==> src/rtl/ram_group_reader.sv <==
// ============================================================================
//  ram_group_reader : burst-read initiator for the four-bank ram_group memory
//  Revision 1.0 - initial release
// ============================================================================
`default_nettype none

module ram_group_reader #(
  parameter int AWIDTH     = 10,
  parameter int DWIDTH     = 64,
  parameter int RD_LATENCY = 3,
  parameter int FIFO_DEPTH = 8
) (
  input  logic                  clk_i,
  input  logic                  rst_ni,
  input  logic                  cmd_valid_i,
  output logic                  cmd_ready_o,
  input  logic [1:0]            cmd_bank_i,
  input  logic [AWIDTH-1:0]     cmd_addr_i,
  input  logic [AWIDTH:0]       cmd_len_i,
  output logic [AWIDTH-1:0]     ram_addr_o,
  output logic [3:0]            ram_ce_o,
  output logic [3:0]            ram_we_o,
  input  logic [4*DWIDTH-1:0]   ram_q_i,
  output logic                  dout_valid_o,
  input  logic                  dout_ready_i,
  output logic [DWIDTH-1:0]     dout_data_o,
  output logic                  dout_last_o,
  output logic                  busy_o
);

  localparam int PW = $clog2(FIFO_DEPTH);
  localparam int CW = PW + 1;
  localparam logic [CW-1:0]     DEPTH_C = CW'(FIFO_DEPTH);
  localparam logic [AWIDTH:0]   REM_ONE = (AWIDTH+1)'(1);

  localparam logic [1:0] S_IDLE  = 2'd0;
  localparam logic [1:0] S_ISSUE = 2'd1;
  localparam logic [1:0] S_DRAIN = 2'd2;

  logic [1:0]            state_q, state_d;
  logic [1:0]            bank_q;
  logic [AWIDTH-1:0]     cur_q;
  logic [AWIDTH-1:0]     addr_q;
  logic [AWIDTH:0]       rem_q;
  logic [CW-1:0]         credit_q;
  logic [RD_LATENCY-1:0] pv_q;
  logic [RD_LATENCY-1:0] pl_q;
  logic [1:0]            pb_q [RD_LATENCY];
  logic [DWIDTH:0]       fifo_mem [FIFO_DEPTH];
  logic [PW-1:0]         wptr_q, rptr_q;
  logic [CW-1:0]         cnt_q;
  logic [DWIDTH-1:0]     q_bank [4];

  logic accept, issue, pop, fifo_wr;

  genvar b;
  generate
    for (b = 0; b < 4; b++) begin : g_bank
      assign q_bank[b] = ram_q_i[b*DWIDTH +: DWIDTH];
    end
  endgenerate

  assign accept  = cmd_valid_i & cmd_ready_o;
  assign issue   = (state_q == S_ISSUE) && (credit_q < DEPTH_C);
  assign pop     = dout_valid_o & dout_ready_i;
  assign fifo_wr = pv_q[RD_LATENCY-1];

  always_ff @(posedge clk_i or negedge rst_ni) begin
    if (!rst_ni) state_q <= S_IDLE;
    else         state_q <= state_d;
  end

  always_comb begin
    state_d = state_q;
    case (state_q)
      S_IDLE:  if (accept && cmd_len_i != '0) state_d = S_ISSUE;
      S_ISSUE: if (issue && rem_q == REM_ONE) state_d = S_DRAIN;
      S_DRAIN: if (pop && dout_last_o)        state_d = S_IDLE;
      default: state_d = S_IDLE;
    endcase
  end

  always_comb begin
    cmd_ready_o = (state_q == S_IDLE);
    busy_o      = (state_q != S_IDLE);
    ram_we_o    = 4'b0000;
    ram_ce_o    = issue ? (4'b0001 << bank_q) : 4'b0000;
    ram_addr_o  = issue ? cur_q : addr_q;
  end

  always_ff @(posedge clk_i or negedge rst_ni) begin
    if (!rst_ni) begin
      bank_q <= '0;
      cur_q  <= '0;
      addr_q <= '0;
      rem_q  <= '0;
    end else if (accept) begin
      bank_q <= cmd_bank_i;
      cur_q  <= cmd_addr_i;
      rem_q  <= cmd_len_i;
    end else if (issue) begin
      cur_q  <= cur_q + 1'b1;
      rem_q  <= rem_q - 1'b1;
      addr_q <= cur_q;
    end
  end

  // Return tracker mirrors the bank read latency so the tail lines up with ram_q.
  always_ff @(posedge clk_i or negedge rst_ni) begin
    if (!rst_ni) begin
      pv_q <= '0;
      pl_q <= '0;
      for (int i = 0; i < RD_LATENCY; i++) pb_q[i] <= '0;
    end else begin
      pv_q[0] <= issue;
      pl_q[0] <= (rem_q == REM_ONE);
      pb_q[0] <= bank_q;
      for (int i = 1; i < RD_LATENCY; i++) begin
        pv_q[i] <= pv_q[i-1];
        pl_q[i] <= pl_q[i-1];
        pb_q[i] <= pb_q[i-1];
      end
    end
  end

  always_ff @(posedge clk_i or negedge rst_ni) begin
    if (!rst_ni) begin
      credit_q <= '0;
    end else begin
      case ({issue, pop})
        2'b10:   credit_q <= credit_q + 1'b1;
        2'b01:   credit_q <= credit_q - 1'b1;
        default: credit_q <= credit_q;
      endcase
    end
  end

  always_ff @(posedge clk_i or negedge rst_ni) begin
    if (!rst_ni) begin
      wptr_q <= '0;
      rptr_q <= '0;
      cnt_q  <= '0;
    end else begin
      if (fifo_wr) wptr_q <= wptr_q + 1'b1;
      if (pop)     rptr_q <= rptr_q + 1'b1;
      case ({fifo_wr, pop})
        2'b10:   cnt_q <= cnt_q + 1'b1;
        2'b01:   cnt_q <= cnt_q - 1'b1;
        default: cnt_q <= cnt_q;
      endcase
    end
  end

  always_ff @(posedge clk_i) begin
    if (fifo_wr) fifo_mem[wptr_q] <= {pl_q[RD_LATENCY-1], q_bank[pb_q[RD_LATENCY-1]]};
  end

  always_comb begin
    dout_valid_o = (cnt_q != '0);
    dout_data_o  = dout_valid_o ? fifo_mem[rptr_q][DWIDTH-1:0] : '0;
    dout_last_o  = dout_valid_o ? fifo_mem[rptr_q][DWIDTH]     : 1'b0;
  end

endmodule

`default_nettype wire

==> config.mk <==
export PLATFORM = sky130hd
export DESIGN_NAME = ram_group_reader
export DESIGN_NICKNAME = d
export VERILOG_FILES = /design/src/rtl/ram_group_reader.sv
export SDC_FILE = /design/constraint.sdc
export NUM_CORES = 1
export LEC_CHECK = 0
export BUFFER_PORTS_ARGS = -buffer_cell sky130_fd_sc_hd__buf_2
export CORE_ASPECT_RATIO = 0.7
export CORE_MARGIN = 5
export CORE_UTILIZATION = 45
export DETAILED_ROUTE_END_ITERATION = 16
export PLACE_DENSITY = 0.66
export SLEW_MARGIN = 20
export SYNTH_ARGS = -nofsm -noshare
export SYNTH_HDL_FRONTEND = slang
export SYNTH_SLANG_ARGS = --single-unit
export TNS_END_PERCENT = 30
==> constraint.sdc <==
create_clock -name clk_i -period 7.2 [get_ports clk_i]
set_input_delay 1.08 -clock clk_i [delete_from_list [all_inputs] [get_ports clk_i]]
set_output_delay 1.08 -clock clk_i [all_outputs]
set_load 0.01 [all_outputs]
==> results.json, run 1 <==
{
  "status": "finished, final reports clean",
  "core_um2": 53500,
  "crit_path_start_kind": "flip-flop",
  "fp.dieW_um": 287,
  "clk_latency_ns": 0.58,
  "initial_utilization_pct": 45.3,
  "numPortBuffers": 364,
  "setup_slack_ns": 2.78,
  "cpLargestDelayFamily": "buffers and inverters",
  "root_buffer": "clkbuf_16",
  "hpwlAfterDp_um": 31700,
  "pin_count": 369,
  "finalSetupViolCount": 0,
  "path_clk_slew_ns": 0.06,
  "synth_xor_area_share_pct": 0.579,
  "syn_to_final_growth_pct": 18.7,
  "clock_path_buffers": 3,
  "reg2regPathDepth": 5,
  "worst-slew-pin-transition_ns": 1.05,
  "cts_max_level": 2,
  "synth-adder-area-share_pct": 0.465,
  "fin_area_um2": 28700,
  "irDropWorstVdd_mv": 0.315,
  "synth-edff-count": 520,
  "holdCritPathClass": "reg -> reg",
  "vias": 12901,
  "multi_input_area_um2": 6740,
  "grt_first_pass_wirelength_um": 80700,
  "critPathArrivalTime_ns": 3.34,
  "drc_errors": 0,
  "rsz0062_at_grt": "no",
  "antenna_cells": 0,
  "cp_num_buf_inv": 2,
  "postCtsHoldBufs": 0,
  "drt_wl_total_um": 53300,
  "tns_ns": 0,
  "gp_congestion": 0.749,
  "critPathCaptureType": "output pin",
  "nFillCells": 4249,
  "slew_headroom_pct": 30.1,
  "dr.pass1.iters": 5,
  "critPathKind": "reg -> out",
  "num_rows": 71,
  "cts_tree": "done",
  "viasPerCell": 5.43,
  "cap_violations": 0,
  "path_max_fanout": 45,
  "drive_above_1_share_pct": 41.8,
  "synth.mux.area_fraction_pct": 20.9,
  "yosys.area_share.simple_pct": 4.21,
  "maxSlewViolCount": 0,
  "min_path_cells": 0,
  "whs_endpoint": "pv_q[2]",
  "hp-start": "pv_q[1]",
  "first_iter_violations": 809,
  "detail-route-antenna-nets": 0,
  "min_period_ns": 4.42,
  "cts_resized": 0,
  "fin_crit_sh_pct": 61.3,
  "reg2reg_from": "credit_q[3]",
  "grt_max_degree": 78,
  "power.leakage_nw": 10.4,
  "p_per_area_nw_per_um2": 435,
  "routedWlPerCell_um": 22.4,
  "startpoint": "rptr_q[0]",
  "synth_top_family_by_area": "multiplexers",
  "cpMaxStageDelayCell": "buf_4",
  "synthDistinctLibCells": 58,
  "fin_worst_skew_ns": 0.0188,
  "synth_top_area_cell": "edfxtp_1",
  "synth_ff_type": "edfxtp_1",
  "die_h_um": 204,
  "synth.area.top_cells": "edfxtp_1, mux4_2, dfrtp_1",
  "synthCells": 1230,
  "cp.required_ns": 6.12,
  "yosys_warnings": 0,
  "syn-cell-area_um2": 24200,
  "rrSetupSlack_ns": 4.03,
  "synth-compound-area-share_pct": 1.40,
  "crit_chain": "buf_4, mux4_2, mux2i_1, nor2_1, buf_2",
  "seqCellArea_um2": 17200,
  "cts_sinks": 581,
  "ys_seq_elements": 581,
  "pre_cts_slack_ns": 3.27,
  "cts_buffers": 56,
  "final_nets": 1892,
  "dieArea_um2": 58600,
  "grt_pass1_vias": 13452,
  "syn_avg_cell_area_um2": 19.7,
  "grt_usage_pct": 17.9,
  "post_cts_buffers": 0,
  "grt_overflow": 0,
  "synth_top_area_share_pct": 64.5,
  "fmax_mhz": 226,
  "finalHoldViolCount": 0,
  "synth-seq-area-share_pct": 70.8,
  "antenna_found_initial": 2,
  "timing.rr.end": "cur_q[5]",
  "max_stage_delay_ns": 0.85,
  "synth-async-reset-ratio_pct": 10.5,
  "placed_area_um2": 26900
}
-- per-layer routing --
metal	up-vias	GRT usage, %	part of all wire [%]
li1	5750	-	-
met1	6783	26.3	45
met2	308	29.0	49
met3	58	3.31	5.2
met4	2	3.24	1.5
met5	-	0	0.021
-- power breakdown --
group / leakage, nW / switching [W] / internal [W]
registers: 5.46 / 0.000456 / 0.00482
clock network: 0.925 / 0.00123 / 0.00177
logic: 3.97 / 0.00234 / 0.00187
-- through the flow --
step	util [%]	hold WS, ns	instances	power (W)
2_1_floorplan	-	0.331	1233	0.00821
3_3_place_gp	50.2	0.334	2272	0.00957
3_5_place_dp	50.2	0.336	2272	0.00969
4_1_cts	53.7	0.350	2376	0.0127
5_1_grt	53.7	0.354	2376	0.0132
6_report	53.7	0.347	2376	0.0125
-- worst max-delay path by stage --
stage                      end  depth (start not counted)
2_1_floorplan   fifo_mem[2][0]                          3
3_3_place_gp       dout_last_o                          5
3_5_place_dp   dout_data_o[63]                          5
4_1_cts        dout_data_o[55]                          5
5_1_grt        dout_data_o[19]                          5
6_report        dout_data_o[0]                          5
-- sequential cells by signal (all words and copies together), names as in the netlist --
| register | flops |
|---|---|
| fifo_mem | 520 |
| credit_q | 4 |
| pv_q | 3 |
| pl_q | 3 |
| cur_q | 10 |
| wptr_q | 3 |
| bank_q | 2 |
| pb_q | 6 |
| addr_q | 10 |
| rem_q | 11 |
| cnt_q | 4 |
| rptr_q | 3 |
| state_q | 2 |
-- cell usage in the layout, fill, tap and decap left out, drive strengths merged, types with 3 or more instances in the layout --
cell type,instances
a21oi,8
a221o,6
and3,4
buf,387
bufinv,9
clkbuf,65
clkinv,28
conb,4
dfrtp,61
edfxtp,520
ha,9
inv,11
mux2,3
mux2i,65
mux4,194
nand2,80
nand2b,4
nand3,8
nor2,85
nor3,10
nor3b,4
nor4,7
o211ai,5
o21ai,14
xnor2,8
xor2,8
-- cells by family (layout without fill, tap and decap cells) --
family	Yosys count	after routing
AOI/OAI and AO/OA	49	49
xor gates and xnor gates	16	16
adders and majority gates	9	9
buffers and inverters	88	501
DFF	581	581
muxes	262	262
other	1	4
and+or+nand+nor	224	224
-- Yosys cell counts (6+ instances only) --
cell type and number:
edfxtp_1 520, nor4_1 7, o21ai_0 14, a21oi_1 8, nand2_1 80, mux4_2 194
buf_1 8, ha_1 9, clkbuf_1 38, mux2i_1 65, buf_2 24, dfrtp_1 61
a221o_1 6, nor2_1 85, xor2_1 8, xnor2_1 8, inv_1 9, nor3_1 10
nand3_1 8
-- worst register-to-register path, cell delays in order, from the launching register on --
cell      delay [ns]
dfrtp_1         0.47
or3b_1          0.80
clkinv_2        0.66
nor2_1          0.76
o21ai_0         0.22
o311ai_0        0.15
-- layout make-up --
| cell class | instances | area share, % |
|---|---|---|
| multi-input combinational | 564 | 23.5 |
| timing repair buffer | 387 | 6.95 |
| clock buffer | 65 | 5.06 |
| inverter | 10 | 0.135 |
| tap | 730 | 3.18 |
| clock inverter | 39 | 1.48 |
| sequential | 581 | 59.7 |
Power figures use the tool's default switching activity.
==> run 2: changes to the inputs <==
- PLACE_DENSITY: 0.66 -> 0.68
- clock period: 7.2 -> 3.75 ns (I/O delays scaled with it)
==> results.json, run 2 (synthesis gave the netlist of run 1 again) <==
{
  "status": "finished, final reports clean",
  "fp.dieW_um": 287,
  "holdCritPathClass": "in -> async",
  "dr.pass1.iters": 5,
  "fin_worst_skew_ns": 0.0164,
  "grt_overflow": 0,
  "maxSlewViolCount": 0,
  "fmax_mhz": 291,
  "fin_crit_sh_pct": 91.5,
  "num_rows": 71,
  "critPathKind": "reg -> out",
  "critPathCaptureType": "output pin",
  "drive_above_1_share_pct": 41.6,
  "fin_area_um2": 28700,
  "multi_input_area_um2": 6750,
  "path_max_fanout": 23,
  "crit_path_start_kind": "flip-flop",
  "final_nets": 1901,
  "numPortBuffers": 364,
  "reg2regPathDepth": 9,
  "post_cts_buffers": 0,
  "initial_utilization_pct": 45.3,
  "finalHoldViolCount": 0,
  "clock_path_buffers": 3,
  "first_iter_violations": 974,
  "antenna_found_initial": 1,
  "largestRegisters": "fifo_mem x520, rem_q x11",
  "irDropWorstVdd_mv": 0.428,
  "largest_register_ff_count": 520,
  "grt_usage_pct": 17.7,
  "gp_congestion": 0.727,
  "root_buffer": "clkbuf_16",
  "power.leakage_nw": 10.3,
  "hpwlAfterDp_um": 32000,
  "routedWlPerCell_um": 22.0,
  "grt_first_pass_wirelength_um": 79900,
  "rrSetupSlack_ns": 0.87,
  "final_core_util_pct": 53.7,
  "min_period_ns": 3.43,
  "cts_buffers": 54,
  "grt_max_degree": 65,
  "final_common_cell": "edfxtp_1",
  "cts_tree": "done",
  "largest_register": "fifo_mem",
  "reg2reg_from": "cnt_q[0]",
  "rsz0062_at_grt": "no",
  "cts_sinks": 581,
  "slew_headroom_pct": 31.9,
  "clk_latency_ns": 0.59,
  "placed_area_um2": 27100,
  "finalSetupViolCount": 0,
  "viasPerCell": 5.48,
  "timing.rr.end": "credit_q[2]",
  "pin_count": 369,
  "detail-route-antenna-nets": 0,
  "dieArea_um2": 58600,
  "cts_max_level": 2,
  "seqCellArea_um2": 17200,
  "postCtsHoldBufs": 0,
  "p_per_area_nw_per_um2": 823,
  "vias": 13054,
  "cap_violations": 0,
  "core_um2": 53500,
  "cp.required_ns": 3.19,
  "drc_errors": 0,
  "critPathArrivalTime_ns": 2.87,
  "mostFrequentLayoutCells": "edfxtp_1, buf_2, mux4_2",
  "syn_to_final_growth_pct": 18.7,
  "worst-slew-pin-transition_ns": 1.02,
  "drt_wl_total_um": 52500,
  "path_clk_slew_ns": 0.06,
  "cts_resized": 0,
  "die_h_um": 204,
  "grt_pass1_vias": 13780,
  "nFillCells": 4269
}
==> run 2: cell types whose count changed in the layout (fill, tap and decap cells not counted), moves of 2 or more <==
cell,before,now
nor3_4,0,2
bufinv_16,9,2
buf_4,22,25
clkbuf_1,7,14
nor3_2,2,0
clkinv_2,13,7
clkbuf_8,2,4
buf_12,0,9
==> run 2: stage by stage <==
stage	hold slack, ns	cells	power (W)	setup slack, ns	TNS [ns]
CTS	0.113	2383	0.0240	0.206	0
detailed placement	0.335	2283	0.0188	0.854	0
global placement	0.332	2283	0.0186	0.958	0
finish	0.108	2384	0.0236	0.318	0
floorplan	0.267	1233	0.0158	-0.207	-78.27
global route	0.158	2383	0.0250	0.0996	0
==> run 2: worst max-delay path by stage <==
stage | start | endpoint | slack (ns) | cells after the start
2_1_floorplan | pv_q[2] | fifo_mem[7][0] | -0.21 | 3
3_3_place_gp | cnt_q[0] | credit_q[2] | 0.96 | 9
3_5_place_dp | rptr_q[0] | dout_data_o[26] | 0.85 | 5
4_1_cts | rptr_q[0] | dout_data_o[26] | 0.21 | 5
5_1_grt | rptr_q[0] | dout_data_o[26] | 0.1 | 5
6_report | rptr_q[0] | dout_data_o[26] | 0.32 | 5
==> run 2: cell type report <==
class	instances	area share (%)
diodes	1	0.00871
clock buffers	73	5.16
clock inverters	27	0.692
inverters	10	0.135
multi-input cells	564	23.5
flip-flops and latches	581	59.7
well taps	730	3.18
repair buffers	398	7.62
==> run 2: worst max-delay path, stage by stage (launching register included) <==
cell     delay, ns
dfrtp_4       0.74
buf_4         0.41
mux4_2        0.55
mux2i_1       0.22
nor2_1        0.16
buf_2         0.18
==> run 2: per-layer routing <==
layer	vias to the layer above	track usage, %	wire, µm
met5	-	0	0
met4	0	3.67	770
met3	61	2.79	2700
met2	353	28.8	25800
met1	6853	25.8	23200
li1	5787	-	-
==> run 2: where the power goes <==
part | leakage (nW) | switching [W] | internal [W] | total [W]
combinational | 4.06 | 0.00446 | 0.00374 | 0.00820
clock | 0.815 | 0.00228 | 0.00291 | 0.00519
sequential | 5.46 | 0.00101 | 0.00925 | 0.0103
